[src/rtl/lsu_mem_master.sv]
// lsu_mem_master: load/store initiator towards a word-only data memory.
// Sub-word stores are done as read-modify-write of the containing word; loads
// extract a little-endian byte/half lane and extend it. Misaligned requests
// complete with an error and never touch the memory port.
module lsu_mem_master #(
  parameter int RD_LAT = 1
) (
  input  logic        clk,
  input  logic        Reset_n,
  input  logic        req_valid,
  output logic        req_ready,
  input  logic        req_we,
  input  logic [1:0]  req_size,
  input  logic        req_signed,
  input  logic [31:0] req_addr,
  input  logic [31:0] req_wdata,
  output logic        resp_valid,
  output logic [31:0] resp_rdata,
  output logic        resp_err,
  output logic [31:0] mem_A,
  output logic [31:0] mem_WD,
  output logic        mem_WE,
  output logic        mem_RE,
  input  logic [31:0] mem_RD
);

  localparam int CW = (RD_LAT > 1) ? $clog2(RD_LAT) : 1;

  typedef enum logic [1:0] {
    IDLE    = 2'd0,
    RD_WAIT = 2'd1,
    WR      = 2'd2,
    RESP    = 2'd3
  } state_t;

  state_t        state_r;
  logic [CW-1:0] cnt_r;
  logic [1:0]    off_r;
  logic [1:0]    size_r;
  logic          signed_r;
  logic          we_r;
  logic [31:0]   wdata_r;

  // Size code 3 behaves exactly like a word access.
  function automatic logic is_word(input logic [1:0] size);
    return (size == 2'd0) || (size == 2'd3);
  endfunction

  // Half needs addr[0]==0, word needs addr[1:0]==0; bytes are always aligned.
  function automatic logic misaligned(input logic [1:0] size, input logic [1:0] off);
    logic bad;
    case (size)
      2'd1:    bad = 1'b0;
      2'd2:    bad = off[0];
      default: bad = (off != 2'b00);
    endcase
    return bad;
  endfunction

  // Insert the store lane into the word read back from memory.
  function automatic logic [31:0] merge_word(input logic [31:0] old_word,
                                             input logic [31:0] wd,
                                             input logic [1:0]  size,
                                             input logic [1:0]  off);
    logic [4:0]  sh;
    logic [31:0] mask;
    logic [31:0] ins;
    sh = {off, 3'b000};
    case (size)
      2'd1: begin
        mask = 32'h0000_00FF << sh;
        ins  = {24'h00_0000, wd[7:0]} << sh;
      end
      2'd2: begin
        mask = 32'h0000_FFFF << {off[1], 4'b0000};
        ins  = {16'h0000, wd[15:0]} << {off[1], 4'b0000};
      end
      default: begin
        mask = 32'hFFFF_FFFF;
        ins  = wd;
      end
    endcase
    return (old_word & ~mask) | (ins & mask);
  endfunction

  // Pull the addressed lane out of the read word and extend it.
  function automatic logic [31:0] extract_load(input logic [31:0] rd,
                                               input logic [1:0]  size,
                                               input logic [1:0]  off,
                                               input logic        sgn);
    logic [31:0] shifted;
    logic [31:0] res;
    shifted = rd >> {off, 3'b000};
    case (size)
      2'd1:    res = sgn ? {{24{shifted[7]}}, shifted[7:0]}   : {24'h00_0000, shifted[7:0]};
      2'd2:    res = sgn ? {{16{shifted[15]}}, shifted[15:0]} : {16'h0000, shifted[15:0]};
      default: res = rd;
    endcase
    return res;
  endfunction

  // Request FSM; every port output is a register updated on state transitions.
  always_ff @(posedge clk) begin
    if (!Reset_n) begin
      state_r    <= IDLE;
      cnt_r      <= '0;
      off_r      <= 2'b00;
      size_r     <= 2'b00;
      signed_r   <= 1'b0;
      we_r       <= 1'b0;
      wdata_r    <= 32'h0000_0000;
      req_ready  <= 1'b1;
      resp_valid <= 1'b0;
      resp_err   <= 1'b0;
      resp_rdata <= 32'h0000_0000;
      mem_A      <= 32'h0000_0000;
      mem_WD     <= 32'h0000_0000;
      mem_WE     <= 1'b0;
      mem_RE     <= 1'b0;
    end else begin
      case (state_r)
        IDLE: begin
          if (req_valid) begin
            off_r     <= req_addr[1:0];
            size_r    <= req_size;
            signed_r  <= req_signed;
            we_r      <= req_we;
            wdata_r   <= req_wdata;
            req_ready <= 1'b0;
            if (misaligned(req_size, req_addr[1:0])) begin
              state_r    <= RESP;
              resp_valid <= 1'b1;
              resp_err   <= 1'b1;
              resp_rdata <= 32'h0000_0000;
            end else begin
              mem_A <= {req_addr[31:2], 2'b00};
              if (req_we && is_word(req_size)) begin
                state_r <= WR;
                mem_WE  <= 1'b1;
                mem_WD  <= req_wdata;
              end else begin
                state_r <= RD_WAIT;
                mem_RE  <= 1'b1;
                cnt_r   <= '0;
              end
            end
          end
        end
        RD_WAIT: begin
          if (cnt_r == CW'(RD_LAT - 1)) begin
            mem_RE <= 1'b0;
            if (we_r) begin
              state_r <= WR;
              mem_WE  <= 1'b1;
              mem_WD  <= merge_word(mem_RD, wdata_r, size_r, off_r);
            end else begin
              state_r    <= RESP;
              resp_valid <= 1'b1;
              resp_err   <= 1'b0;
              resp_rdata <= extract_load(mem_RD, size_r, off_r, signed_r);
            end
          end else begin
            cnt_r <= cnt_r + CW'(1);
          end
        end
        WR: begin
          mem_WE     <= 1'b0;
          state_r    <= RESP;
          resp_valid <= 1'b1;
          resp_err   <= 1'b0;
          resp_rdata <= 32'h0000_0000;
        end
        RESP: begin
          state_r    <= IDLE;
          resp_valid <= 1'b0;
          resp_err   <= 1'b0;
          resp_rdata <= 32'h0000_0000;
          req_ready  <= 1'b1;
        end
        default: begin
          state_r    <= IDLE;
          req_ready  <= 1'b1;
          resp_valid <= 1'b0;
          resp_err   <= 1'b0;
          resp_rdata <= 32'h0000_0000;
          mem_WE     <= 1'b0;
          mem_RE     <= 1'b0;
        end
      endcase
    end
  end

endmodule
[config.mk]
export PLATFORM = sky130hd
export DESIGN_NAME = lsu_mem_master
export DESIGN_NICKNAME = d
export VERILOG_FILES = /design/src/rtl/lsu_mem_master.sv
export SDC_FILE = /design/constraint.sdc
export NUM_CORES = 1
export LEC_CHECK = 0
export ABC_AREA = 1
export CORE_MARGIN = 5
export CORE_UTILIZATION = 50
export CTS_BUF_LIST = sky130_fd_sc_hd__clkbuf_4 sky130_fd_sc_hd__clkbuf_8
export CTS_CLUSTER_SIZE = 10
export DETAILED_ROUTE_END_ITERATION = 7
export PLACE_DENSITY_LB_ADDON = 0.3
export RECOVER_POWER = 100
export SETUP_SLACK_MARGIN = 0.3
export SYNTH_ARGS = -nofsm -noshare
export SYNTH_HDL_FRONTEND = slang
export SYNTH_SLANG_ARGS = --single-unit
[constraint.sdc]
create_clock -name clk -period 2.2 [get_ports clk]
set_input_delay 0.66 -clock clk [delete_from_list [all_inputs] [get_ports clk]]
set_output_delay 0.66 -clock clk [all_outputs]
set_load 0.005 [all_outputs]
==> results by stage, run 1 <==
Run status:
- The run finished with clean final reports.

Place:
- Summing all placed instances gives a cell area of 9445 um2.
- At the placement stage, the worst setup path has a slack of -365.3 ps.
- Routability-driven placement finished with a final weighted congestion of 0.9443.
- In this run the tool buffered the top-level ports with 201 buffer cells.
- The HPWL reported at the end of detailed placement is 17440 um.

Worst setup path:
- The type of the worst setup path is in2reg.
- The nature of the critical path startpoint is an input port.
- Walking the worst path, the cells encountered are dlygate4sd3_1 > nand2_1 > nand2_1 > nand2_1 > nor2_4 > buf_12 > bufbuf_16 > nor2_1 > nor2_1 > nand2_1 > inv_1.
- The signal arrival time at the worst endpoint is 2420 ps.
- Of all nets on the critical path, the largest fanout is 7.
- The most common cell type on the critical path is sky130_fd_sc_hd__nand2_1.
- The peak per-stage delay on the critical path is 650 ps.
- The worst setup path is captured at a flip-flop.
- The slowest stage of the critical path is the sky130_fd_sc_hd__dlygate4sd3_1 cell.
- The worst path required time is 2600 ps.

Synth:
- The fraction of the yosys area taken by sequential cells is 38.85%.
- The synthesized area is 7162 um2.
- After synthesis, the mean cell area works out to 6.412 um2.
- The cell count after synthesis is 1117.
- The number of different library cells used by synthesis comes to 34.
- Counting flops and latches in the post-synthesis netlist gives 139.
- The Yosys warning count is 0.

Detailed routing:
- In the routed design, unresolved DRC markers number 0.
- The overall via count from detail_route is 7995.
- The total wire length is 23720 um.
- The number of nets with antenna violations after detailed routing is 0.
- The mean routed wirelength per cell is 15.72 um.
- The number of design-rule violations left by the first detailed-router iteration is 744.
- The detail-routed via count per cell is 5.298.
- The total iterations of the first detailed-routing run is 5.

Final layout:
- The end-of-flow core utilization is 70.63%.
- The layout cell share with drive strength beyond 1 is 9.413%.
- After routing the design area is 9879 um2.
- Leaving out fill and tap cells, the most frequent cell in the layout is sky130_fd_sc_hd__nand2_1.
- The top cell types in the final layout, fill and taps aside, are sky130_fd_sc_hd__nand2_1 (282), sky130_fd_sc_hd__nor2_1 (213), sky130_fd_sc_hd__dfxtp_1 (138).
- From synthesis to final layout, the design area changed by 37.95%.
- The number of nets in the layout is 1427.

Timing:
- The sum of negative setup slack is 0 ps.
- The worst path needs 2022 ps of the cycle, external delays included.
- Timing would allow up to 494.5 MHz.
- Setup slack closes at 177.6 ps.
- The final max-slew violation count was 0.
- Of the available clock period, the critical path in the final layout requires 91.93%.
- The number of hold-slack violations in the final timing report is 0.
- Setup repair after global routing could not meet its margin everywhere.
- On the final layout, the worst clock skew is 9.501 ps.
- Setup violations remaining at the end of the flow were counted as 0.

CTS:
- The number of buffers on the longest clock path is 2.
- The root buffer cell chosen for the clock tree is sky130_fd_sc_hd__clkbuf_8.
- Hold repair after CTS inserted 0 buffers.
- TritonCTS built the clock tree.
- The clock drives 139 sinks.
- The clock insertion delay at the later pin of the skew report is 450 ps.
- The CTS buffer count is 17.
- The clock slew at the register clock pins of the worst setup and hold paths is 80 ps.
- CTS built an H-tree with a depth of 4.

Hold path:
- The path class of the tightest hold or removal check is reg2reg.

Power and ir drop:
- The leakage dissipation is 4.686 nW.
- The overall power is 11.82 mW.
- The power density over the cells is 1196 nW/um2.
- VDD sags by at most 0.7235 mV.

Global route:
- The aggregate global-route resource usage is 28.05%.
- The total overflow left after global routing is 0.
- The via count of the first global-routing pass is 7564.
- The maximum number of pins on one net before global-route repair is 46.
- The number of antenna violations at the first check in global routing came to 1.
- The first global-routing pass estimated 37420 um of wire.

Die:
- The floorplan step defined a die boundary enclosing 16820 um2.
- The horizontal extent of the die is 129.7 um.
- After floorplanning, the core was divided into 43 placement rows.
- The area of the core is 13990 um2.
- The starting density of the core is 51.20%.
- The y dimension of the die is 129.7 um.
- The I/O pin count is 204.

Run:
- The count of max-cap constraint violations is 0.
## kinds of logic after synthesis
group / share of synthesized area, %
adder cells (fa/ha/maj): 1.398
AND/OR/NAND/NOR: 36.86
other: 0.05236
buffers and inverters: 8.753
flip-flops: 38.85
AO/OA/AOI/OAI: 14.08
## cells in the mapped netlist, drive strengths merged
cell type / n / area (um2)
a21boi: 1 / 7.510
a21oi: 76 / 384.1
a221o: 1 / 10.01
a31oi: 2 / 12.51
buf: 29 / 191.4
clkbuf: 37 / 138.9
clkinv: 2 / 7.510
conb: 1 / 3.750
dfxtp: 139 / 2783
ha: 8 / 100.1
inv: 77 / 289.0
nand2: 291 / 1112
nand3: 100 / 510.5
nand3b: 1 / 20.02
nand4: 7 / 43.79
nor2: 221 / 867.1
nor3: 1 / 5.000
o2111ai: 1 / 8.760
o211ai: 7 / 52.55
o21ai: 102 / 533.0
or2: 13 / 81.33
## worst paths after layout
check | endpoint | slack, ps | depth (start not counted) | start
setup / recovery | mem_WD[10] | 180 | 11 | req_valid
hold / removal | mem_RE | 450 | 2 | mem_RE
setup reg to reg | mem_WD[10] | 320 | 13 | state_r[1]
hold reg to reg | mem_RE | 450 | 2 | mem_RE
## final cells by class
type / instances / area [um2]
Timing Repair Buffer: 245 / 2364
Clock buffer: 19 / 255.2
Inverter: 79 / 301.5
Multi-Input combinational cell: 834 / 3829
Fill cell: 1240 / 4109
Sequential cell: 139 / 2786
Tap cell: 180 / 225.2
Clock inverter: 12 / 116.4
Antenna cell: 1 / 2.502
## state kept, by name, summed over array words and instances, names as in the netlist, 2 cells and up
register,flops
off_r,2
size_r,2
mem_WD,32
mem_A,30
wdata_r,32
state_r,2
resp_rdata,32
## per-layer routing
metal | part of all wire [%] | global-route usage [%] | vias up
met5 | 0 | 0 | -
li1 | - | - | 3956
met1 | 41 | 35.21 | 3640
met2 | 46 | 44.83 | 343
met3 | 9.4 | 8.821 | 56
met4 | 3.3 | 11.43 | 0
## what timing repair did
item | CTS | global route
resized for setup | 125 | 25
pin swaps | 5 | 4
gates cloned | 2 | 0
setup buffers | 3 | 2
endpoints found under the setup margin | 197 | 58
## critical path, delay by kind of cell
family | cells | cell delay, ps
buffers and inverters | 4 | 1100
AND/OR/NAND/NOR | 7 | 650
## power by group
part | switching, mW | leakage [nW] | total [mW] | internal [mW]
registers | 0.399 | 1.14 | 3.64 | 3.25
logic | 3.67 | 3.37 | 6.20 | 2.53
clock network | 1.04 | 0.175 | 1.98 | 0.938
## stage by stage
| stage | std cells | hold WS, ps |
|---|---|---|
| final | 1509 | 449.4 |
| after global routing | 1509 | 479.6 |
| after CTS | 1506 | 455.3 |
| after detailed placement | 1470 | 443.5 |
| after global placement | 1470 | 439.6 |
| after floorplan | 1118 | 442.0 |
(Power assumes the default switching activity.)
==> run 2: changes to the inputs <==
--- a/config.mk
+++ b/config.mk
@@ -6,8 +6,11 @@
 export NUM_CORES = 1
 export LEC_CHECK = 0
 export ABC_AREA = 1
+export CAP_MARGIN = 20
+export CELL_PAD_IN_SITES_DETAIL_PLACEMENT = 0
+export CELL_PAD_IN_SITES_GLOBAL_PLACEMENT = 2
 export CORE_MARGIN = 5
-export CORE_UTILIZATION = 50
+export CORE_UTILIZATION = 26
 export CTS_BUF_LIST = sky130_fd_sc_hd__clkbuf_4 sky130_fd_sc_hd__clkbuf_8
 export CTS_CLUSTER_SIZE = 10
 export DETAILED_ROUTE_END_ITERATION = 7
==> run 2 against run 1 <==
Wire length up 22%. Highest routed layer is now met5. Critical path type unchanged. Combinational power up 7.9%. Cell count up 12%. Maximum frequency up 6.5%.
==> results by stage, run 2 (synthesized netlist as in run 1, its figures left out) <==
Timing:
- In this run the tightest slew margin relative to its limit is 60.96%.
- The sum of negative setup slack was 0 ps (unchanged).
- The final worst-path cycle share is 86.30% (was 91.93%).
- The final clock skew is 21.47 ps (was 9.501 ps).
- The time the worst path needs with I/O delays and setup is 1899 ps (was 2022 ps).
- The highest clock rate came to 526.7 MHz (was 494.5 MHz).
- At the pin with the least slew margin, the transition time is 585.6 ps.
- The final setup violation count is 0 (unchanged).
- The number of hold-slack violations in the final timing report came to 0 (unchanged).
- Unrepaired setup endpoints after global routing: yes (unchanged).
- The worst hold margin was 462.7 ps (was 449.4 ps).
- The final max-slew violation count is 0 (unchanged).

Final layout:
- The footprint of the multi-input gates came to 3894 um2 (was 3829 um2).
- The signed area change from the synthesized netlist to the final layout is 44.39% (was 37.95%).
- The filler cell count is 3031 (was 1240).
- The number of nets in the layout is 1446 (was 1427).
- Largest registers ranked by flip-flop count: mem_WD x32, resp_rdata x32, wdata_r x32 (unchanged).
- The layout cell share with drive strength beyond 1 is 10.91% (was 9.413%).
- The most common library cell in the layout ignoring fill and taps is sky130_fd_sc_hd__nand2_1 (unchanged).
- Highest-count cells in the layout ignoring fill and taps: sky130_fd_sc_hd__nand2_1 (279), sky130_fd_sc_hd__nor2_1 (209), sky130_fd_sc_hd__dfxtp_1 (138) (was sky130_fd_sc_hd__nand2_1 (282), sky130_fd_sc_hd__nor2_1 (213), sky130_fd_sc_hd__dfxtp_1 (138)).
- The number of antenna diodes was 0 (was 1).
- The cell area after layout came to 10340 um2 (was 9879 um2).
- The post-layout instance count excluding filler cells is 1689 (was 1509).
- The total area of sequential cells is 2784 um2 (was 2786 um2).

CTS:
- The clock slew at the register clock pins of the worst setup and hold paths is 100 ps (was 80 ps).
- The clock sink total is 139 (unchanged).
- The cell at the root of the clock tree was sky130_fd_sc_hd__clkbuf_8 (unchanged).
- The CTS buffer count was 17 (unchanged).
- The number of buffers on the longest clock path is 2 (unchanged).
- The clock tree from TritonCTS is done (unchanged).
- The H-tree level count is 4 (unchanged).
- The clock insertion delay at the later pin of the skew report is 470 ps (was 450 ps).

Power and ir drop:
- The power share of the combinational group is 52.8% (was 52.4%).
- The switching portion of total power was 44.69% (was 43.19%).
- The sequential group share of total power is 28.9% (was 30.8%).
- The worst ir drop on vdd is 0.4555 mV (was 0.7235 mV).
- The power density over the cells is 1225 nW/um2 (was 1196 nW/um2).
- The leakage dissipation was 4.852 nW (was 4.686 nW).
- The design internal power was 7.007 mW (was 6.713 mW).
- The net switching power figure is 5.663 mW (was 5.104 mW).
- The clock network power share is 18.4% (was 16.7%).

Global route:
- The final global-route overflow total is 0 (unchanged).
- The number of antenna violations at the first check in global routing is 1 (unchanged).
- The first-pass GRT wire length is 43980 um (was 37420 um).
- The via count of the first global-routing pass came to 7660 (was 7564).
- The aggregate global-route resource usage is 17.97% (was 28.05%).
- The maximum number of pins on one net before global-route repair is 89 (was 46).

Run status:
- Outcome: completed (unchanged).

Detailed routing:
- The final routed DRC violation total is 0 (unchanged).
- The mean routed wirelength per cell is 17.17 um (was 15.72 um).
- The number of design-rule violations left by the first detailed-router iteration is 471 (was 744).
- The detail-routed via count per cell is 4.619 (was 5.298).
- The total wire length is 29000 um (was 23720 um).
- The overall via count from detail_route was 7801 (was 7995).
- The number of nets with antenna violations after detailed routing came to 0 (unchanged).
- The total iterations of the first detailed-routing run is 7 (was 5).

Worst setup path:
- The worst path required time came to 2580 ps (was 2600 ps).
- CP Cell Sequence: clkdlybuf4s50_1 > or2_0 > nand2_1 > nand2_1 > nand3_2 > or2_2 > a21oi_1 (was dlygate4sd3_1 > nand2_1 > nand2_1 > nand2_1 > nor2_4 > buf_12 > bufbuf_16 > nor2_1 > nor2_1 > nand2_1 > inv_1).
- The most common cell type on the critical path is sky130_fd_sc_hd__nand2_1 (unchanged).
- The nature of the critical path startpoint is an input port (unchanged).
- The category of cells accounting for the largest share of critical-path delay is simple AND/OR/NAND/NOR gates (was buffers and inverters).
- The count of buffering cells on the critical path with inverters included came to 1 (was 4).
- The maximum fanout along the worst path was 4 (was 7).
- The type of destination of the critical path was a flip-flop (unchanged).
- The signal arrival time at the worst endpoint is 2280 ps (was 2420 ps).
- The peak per-stage delay on the critical path came to 520 ps (was 650 ps).
- The type of the worst setup path is in2reg (unchanged).
- The critical-path cell with the highest stage delay is sky130_fd_sc_hd__clkdlybuf4s50_1 (was sky130_fd_sc_hd__dlygate4sd3_1).

Die:
- The area of the core is 27030 um2 (was 13990 um2).
- The y dimension of the die was 176.0 um (was 129.7 um).
- The die area was 30970 um2 (was 16820 um2).
- The horizontal extent of the die was 176.0 um (was 129.7 um).
- The I/O pin count was 204 (unchanged).
- The starting density of the core was 26.50% (was 51.20%).
- The number of core rows is 60 (was 43).

Place:
- The count of port buffers added during placement is 201 (unchanged).
- The HPWL reported at the end of detailed placement is 21180 um (was 17440 um).
- The last weighted congestion value of the routability-driven placer is 0.8535 (was 0.9443).
- The cell total after placement is 1646 (was 1470).
- The post-place instance area is 9727 um2 (was 9445 um2).

Hold path:
- The path type of the worst min-delay path is reg2reg (unchanged).

Run:
- The count of max-cap constraint violations is 0 (unchanged).
==> run 2: cell count changes in the layout (fill, tap and decap cells not counted), moves of 3 or more <==
cell / delta
sky130_fd_sc_hd__clkinvlp_4: -3
sky130_fd_sc_hd__buf_6: +6
sky130_fd_sc_hd__clkbuf_16: +3
sky130_fd_sc_hd__inv_1: +3
sky130_fd_sc_hd__buf_12: -5
sky130_fd_sc_hd__clkbuf_2: -3
sky130_fd_sc_hd__nor2_1: -4
sky130_fd_sc_hd__nand2_1: -3
sky130_fd_sc_hd__inv_2: -4
sky130_fd_sc_hd__buf_4: +13
sky130_fd_sc_hd__nand2_4: +3
sky130_fd_sc_hd__inv_8: +5
==> run 2: timing repair <==
action	4_1_cts	5_1_grt
hold buffers	0	0
pin swaps	2	4
endpoints found under the setup margin	224	104
gates cloned	1	4
gates resized for setup	157	39
buffers inserted	0	6
==> run 2: stage by stage <==
| step | utilization (%) | power, mW | setup WS, ps |
|---|---|---|---|
| 3_3_place_gp | 35.99 | 10.11 | -413.3 |
| 3_5_place_dp | 35.99 | 10.13 | -404.1 |
| 4_1_cts | 37.56 | 12.34 | 304.9 |
| 6_report | 38.26 | 12.67 | 301.4 |
| 2_1_floorplan | - | 7.312 | 305.6 |
| 5_1_grt | 38.26 | 13.72 | 154.2 |
==> run 2: layout make-up <==
| type | count | area share [%] |
|---|---|---|
| clock buffer | 17 | 2.263 |
| clock inverter | 15 | 1.936 |
| inverter | 79 | 2.940 |
| multi-input combinational | 835 | 37.65 |
| sequential | 139 | 26.92 |
| tap | 341 | 4.126 |
| timing repair buffer | 262 | 24.09 |
| timing repair inverter | 1 | 0.07260 |
==> run 2: worst paths after layout <==
kind | start | to | slack, ps | depth (start not counted)
hold reg to reg | mem_RE | mem_RE | 460 | 2
setup reg to reg | state_r[0] | mem_WD[25] | 320 | 12
hold / removal | mem_RE | mem_RE | 460 | 2
setup / recovery | req_addr[1] | resp_valid | 300 | 7
==> run 2: power groups by stage <==
| stage | combinational [mW] | clock [mW] | sequential [mW] |
|---|---|---|---|
| after global routing | 7.46 | 2.51 | 3.75 |
| after global placement | 6.39 | 0 | 3.72 |
| after CTS | 6.24 | 2.41 | 3.69 |
| final | 6.69 | 2.33 | 3.66 |
| after floorplan | 3.64 | 0 | 3.67 |
| after detailed placement | 6.41 | 0 | 3.72 |
==> run 2: layer usage <==
layer / vias up / GRT usage, % / share of wire, %
li1: 4006 / - / -
met1: 3566 / 23.74 / 46
met2: 212 / 29.65 / 46
met3: 15 / 5.268 / 6.5
met4: 2 / 3.086 / 0.78
met5: - / 0 / 0.045
==> run 2: worst reg2reg max path, delay by kind of cell, from the launching register on <==
kind / cells / cell delay, ps
and+or+nand+nor: 7 / 600
buffers and inverters: 4 / 520
adders and majority gates: 1 / 220
DFF: 1 / 450
==> run 3: changes to the inputs <==
--- a/config.mk
+++ b/config.mk
@@ -9,14 +9,14 @@
 export CAP_MARGIN = 20
 export CELL_PAD_IN_SITES_DETAIL_PLACEMENT = 0
 export CELL_PAD_IN_SITES_GLOBAL_PLACEMENT = 2
-export CORE_MARGIN = 5
+export CORE_MARGIN = 1
 export CORE_UTILIZATION = 26
 export CTS_BUF_LIST = sky130_fd_sc_hd__clkbuf_4 sky130_fd_sc_hd__clkbuf_8
 export CTS_CLUSTER_SIZE = 10
 export DETAILED_ROUTE_END_ITERATION = 7
 export PLACE_DENSITY_LB_ADDON = 0.3
-export RECOVER_POWER = 100
 export SETUP_SLACK_MARGIN = 0.3
+export SLEW_MARGIN = 5
 export SYNTH_ARGS = -nofsm -noshare
 export SYNTH_HDL_FRONTEND = slang
 export SYNTH_SLANG_ARGS = --single-unit
==> run 3 against run 2 <==
Power fell by 2.3%. Global-route usage increased by 1.9 points. Via count is 0.60% lower. First-iteration DRC count up 17%. Largest power group unchanged. Cell area up 0.67%. Sequential share of layout area is 0.63 points higher. Die area shrank 8.9%. Critical path depth is 4 higher.
==> results by stage, run 3 (synthesized netlist as in run 1, its figures left out) <==
Worst setup path:
- The category of cells accounting for the largest share of critical-path delay is simple AND/OR/NAND/NOR gates (unchanged).
- The nature of the critical path startpoint is an input port (unchanged).
- The instance count on the critical path is 11 (was 7).
- The first element of the critical path is req_size[1] (was req_addr[1]).
- The maximum fanout along the worst path is 13 (was 4).
- The worst path required time came to 2580 ps (about the same).
- The startpoint of the most critical register-to-register path is size_r[0] (was state_r[0]).
- The critical-path cell with the highest stage delay is sky130_fd_sc_hd__dlygate4sd2_1 (was sky130_fd_sc_hd__clkdlybuf4s50_1).
- CP Cell Sequence: dlygate4sd2_1 > ha_4 > nand2_2 > nand2_1 > nand2_2 > nor2_4 > buf_6 > buf_12 > nand3_1 > nand2_1 > inv_1 (was clkdlybuf4s50_1 > or2_0 > nand2_1 > nand2_1 > nand3_2 > or2_2 > a21oi_1).
- The length in cells of the worst reg-to-reg path was 11 (was 12).
- The register-to-register path setup slack is 430 ps (was 320 ps).
- The type of the worst setup path is in2reg (unchanged).
- The type of destination of the critical path was a flip-flop (unchanged).
- The signal arrival time at the worst endpoint came to 2200 ps (was 2280 ps).
- The count of buffering cells on the critical path with inverters included is 4 (was 1).
- The critical register-to-register path endpoint is mem_WD[25] (unchanged).
- The peak per-stage delay on the critical path was 290 ps (was 520 ps).

CTS:
- The number of buffers on the longest clock path came to 2 (unchanged).
- The clock tree from TritonCTS is done (unchanged).
- The clock slew at the register clock pins of the worst setup and hold paths came to 90 ps (was 100 ps).
- The clock sink total is 139 (unchanged).
- The cell at the root of the clock tree is sky130_fd_sc_hd__clkbuf_8 (unchanged).
- The clock insertion delay at the later pin of the skew report is 470 ps (about the same).
- The hold buffer count at cts is 0 (unchanged).
- The H-tree level count is 4 (unchanged).
- The CTS buffer count was 17 (unchanged).

Timing:
- The final max-slew violation count is 0 (unchanged).
- The smallest setup slack after layout came to 373.5 ps (was 301.4 ps).
- The number of hold-slack violations in the final timing report is 0 (unchanged).
- Unrepaired setup endpoints after global routing: no (was yes).
- The final clock skew is 20.19 ps (was 21.47 ps).
- The highest clock rate is 547.5 MHz (was 526.7 MHz).
- The final setup violation count is 0 (unchanged).
- The final worst-path cycle share is 83.02% (was 86.30%).
- The sum of negative setup slack is 0 ps (unchanged).
- The time the worst path needs with I/O delays and setup came to 1826 ps (was 1899 ps).

Detailed routing:
- The detail-routed via count per cell is 4.588 (was 4.619).
- The number of design-rule violations left by the first detailed-router iteration is 551 (was 471).
- The final routed DRC violation total is 0 (unchanged).
- The number of nets with antenna violations after detailed routing was 0 (unchanged).
- The total wire length is 27570 um (was 29000 um).
- The total iterations of the first detailed-routing run came to 4 (was 7).
- The overall via count from detail_route is 7754 (was 7801).
- The mean routed wirelength per cell is 16.32 um (was 17.17 um).

Power and ir drop:
- The worst ir drop on vdd is 0.4239 mV (was 0.4555 mV).
- The leakage dissipation is 4.885 nW (was 4.852 nW).
- The net switching power figure is 5.399 mW (was 5.663 mW).
- The power density over the cells is 1189 nW/um2 (was 1225 nW/um2).
- The clock network power share came to 16.7% (was 18.4%).
- The design internal power is 6.979 mW (was 7.007 mW).
- The switching portion of total power is 43.62% (was 44.69%).
- The sequential group share of total power is 30.2% (was 28.9%).
- The power share of the combinational group came to 53.2% (was 52.8%).

Final layout:
- The most common library cell in the layout ignoring fill and taps is sky130_fd_sc_hd__nand2_1 (unchanged).
- The footprint of the multi-input gates is 3876 um2 (was 3894 um2).
- The number of nets in the layout is 1447 (was 1446).
- The layout cell share with drive strength beyond 1 was 16.53% (was 10.91%).
- Largest registers ranked by flip-flop count: mem_WD x32, resp_rdata x32, wdata_r x32 (unchanged).
- The end-of-flow core utilization is 38.63% (was 38.26%).
- The filler cell count was 2956 (was 3031).
- The total area of sequential cells is 2868 um2 (was 2784 um2).
- Highest-count cells in the layout ignoring fill and taps: sky130_fd_sc_hd__nand2_1 (277), sky130_fd_sc_hd__nor2_1 (206), sky130_fd_sc_hd__dlygate4sd2_1 (100) (was sky130_fd_sc_hd__nand2_1 (279), sky130_fd_sc_hd__nor2_1 (209), sky130_fd_sc_hd__dfxtp_1 (138)).
- The number of antenna diodes came to 0 (unchanged).
- The signed area change from the synthesized netlist to the final layout is 45.35% (was 44.39%).

Place:
- The minimum setup slack after placement is -487.9 ps (was -404.1 ps).
- The HPWL reported at the end of detailed placement is 20600 um (was 21180 um).
- The last weighted congestion value of the routability-driven placer is 0.8789 (was 0.8535).
- The count of port buffers added during placement is 201 (unchanged).

Hold path:
- The origin of the worst min-delay path is resp_rdata[12] (was mem_RE).
- The sink of the worst hold path was resp_rdata[12] (was mem_RE).
- The worst hold path cell count came to 2 (unchanged).
- The path type of the worst min-delay path was reg2reg (unchanged).

Die:
- The die area is 28210 um2 (was 30970 um2).
- The starting density of the core is 26.57% (was 26.50%).
- The y dimension of the die came to 168.0 um (was 176.0 um).
- The horizontal extent of the die is 168.0 um (was 176.0 um).
- The I/O pin count came to 204 (unchanged).
- The area of the core was 26950 um2 (was 27030 um2).
- The number of core rows is 60 (unchanged).

Global route:
- The via count of the first global-routing pass is 7575 (was 7660).
- The aggregate global-route resource usage is 19.87% (was 17.97%).
- The number of antenna violations at the first check in global routing is 0 (was 1).
- The final global-route overflow total was 0 (unchanged).
- The maximum number of pins on one net before global-route repair is 89 (unchanged).
- The first-pass GRT wire length is 43010 um (was 43980 um).

Run status:
- Outcome: completed (unchanged).

Run:
- The count of max-cap constraint violations is 0 (unchanged).
[run 3: changes by cell type in the layout (fill, tap and decap cells not counted), moves of 4 or more]
cell                      delta
sky130_fd_sc_hd__nand2_4     -4
sky130_fd_sc_hd__dfxtp_2    +64
sky130_fd_sc_hd__buf_4       +5
sky130_fd_sc_hd__dfxtp_1    -65
sky130_fd_sc_hd__inv_8       -5
sky130_fd_sc_hd__buf_12      +8
sky130_fd_sc_hd__nor2_2      +4
sky130_fd_sc_hd__nand2_2     +6
[run 3: what timing repair did]
item | 4_1_cts | 5_1_grt
setup endpoints to repair | 224 | 88
resized for setup | 177 | 34
setup buffers | 7 | 2
gates cloned | 1 | 0
pin swaps | 2 | 4
[run 3: per-stage QoR]
step                instances  cell area [um2]  hold WS, ps  total power, mW
CTS                      1688            10260        463.3            12.25
detailed placement       1648             9804        452.7            10.20
global placement         1648             9804        438.2            10.21
floorplan                1118             7167        442.0            7.312
finish                   1690            10410        460.4            12.38
global route             1690            10410        476.4            13.47
[run 3: area by class of cell]
type                            instances  area share [%]
Multi-Input combinational cell        834           37.24
Sequential cell                       139           27.55
Timing Repair Buffer                  265           24.66
Tap cell                              341           4.099
Inverter                               79           2.873
Clock buffer                           20           2.464
Clock inverter                         12           1.118
[run 3: worst max-delay path by stage]
stage	endpoint
after floorplan	mem_WD[25]
after global placement	mem_WD[10]
after detailed placement	mem_WD[10]
after CTS	mem_WD[14]
after global routing	mem_WD[19]
final	mem_WD[10]
[run 3: power groups by stage]
| stage | Clock [mW] | Combinational, mW | Sequential [mW] |
|---|---|---|---|
| 3_5_place_dp | 0 | 6.47 | 3.73 |
| 4_1_cts | 2.13 | 6.39 | 3.73 |
| 2_1_floorplan | 0 | 3.64 | 3.67 |
| 6_report | 2.06 | 6.58 | 3.73 |
| 5_1_grt | 2.26 | 7.37 | 3.83 |
| 3_3_place_gp | 0 | 6.47 | 3.73 |
[run 3: routing by layer]
layer	wire (um)	global-route usage [%]
met3	1584	5.195
met5	0	0
met4	680	7.300
met2	12240	31.16
met1	13070	26.10
[run 3: worst reg2reg max path, delay by kind of cell, from the launching register on]
family / cells / cell delay, ps
DFF: 1 / 340
and+or+nand+nor: 7 / 570
adders and majority gates: 1 / 320
buffers and inverters: 3 / 450
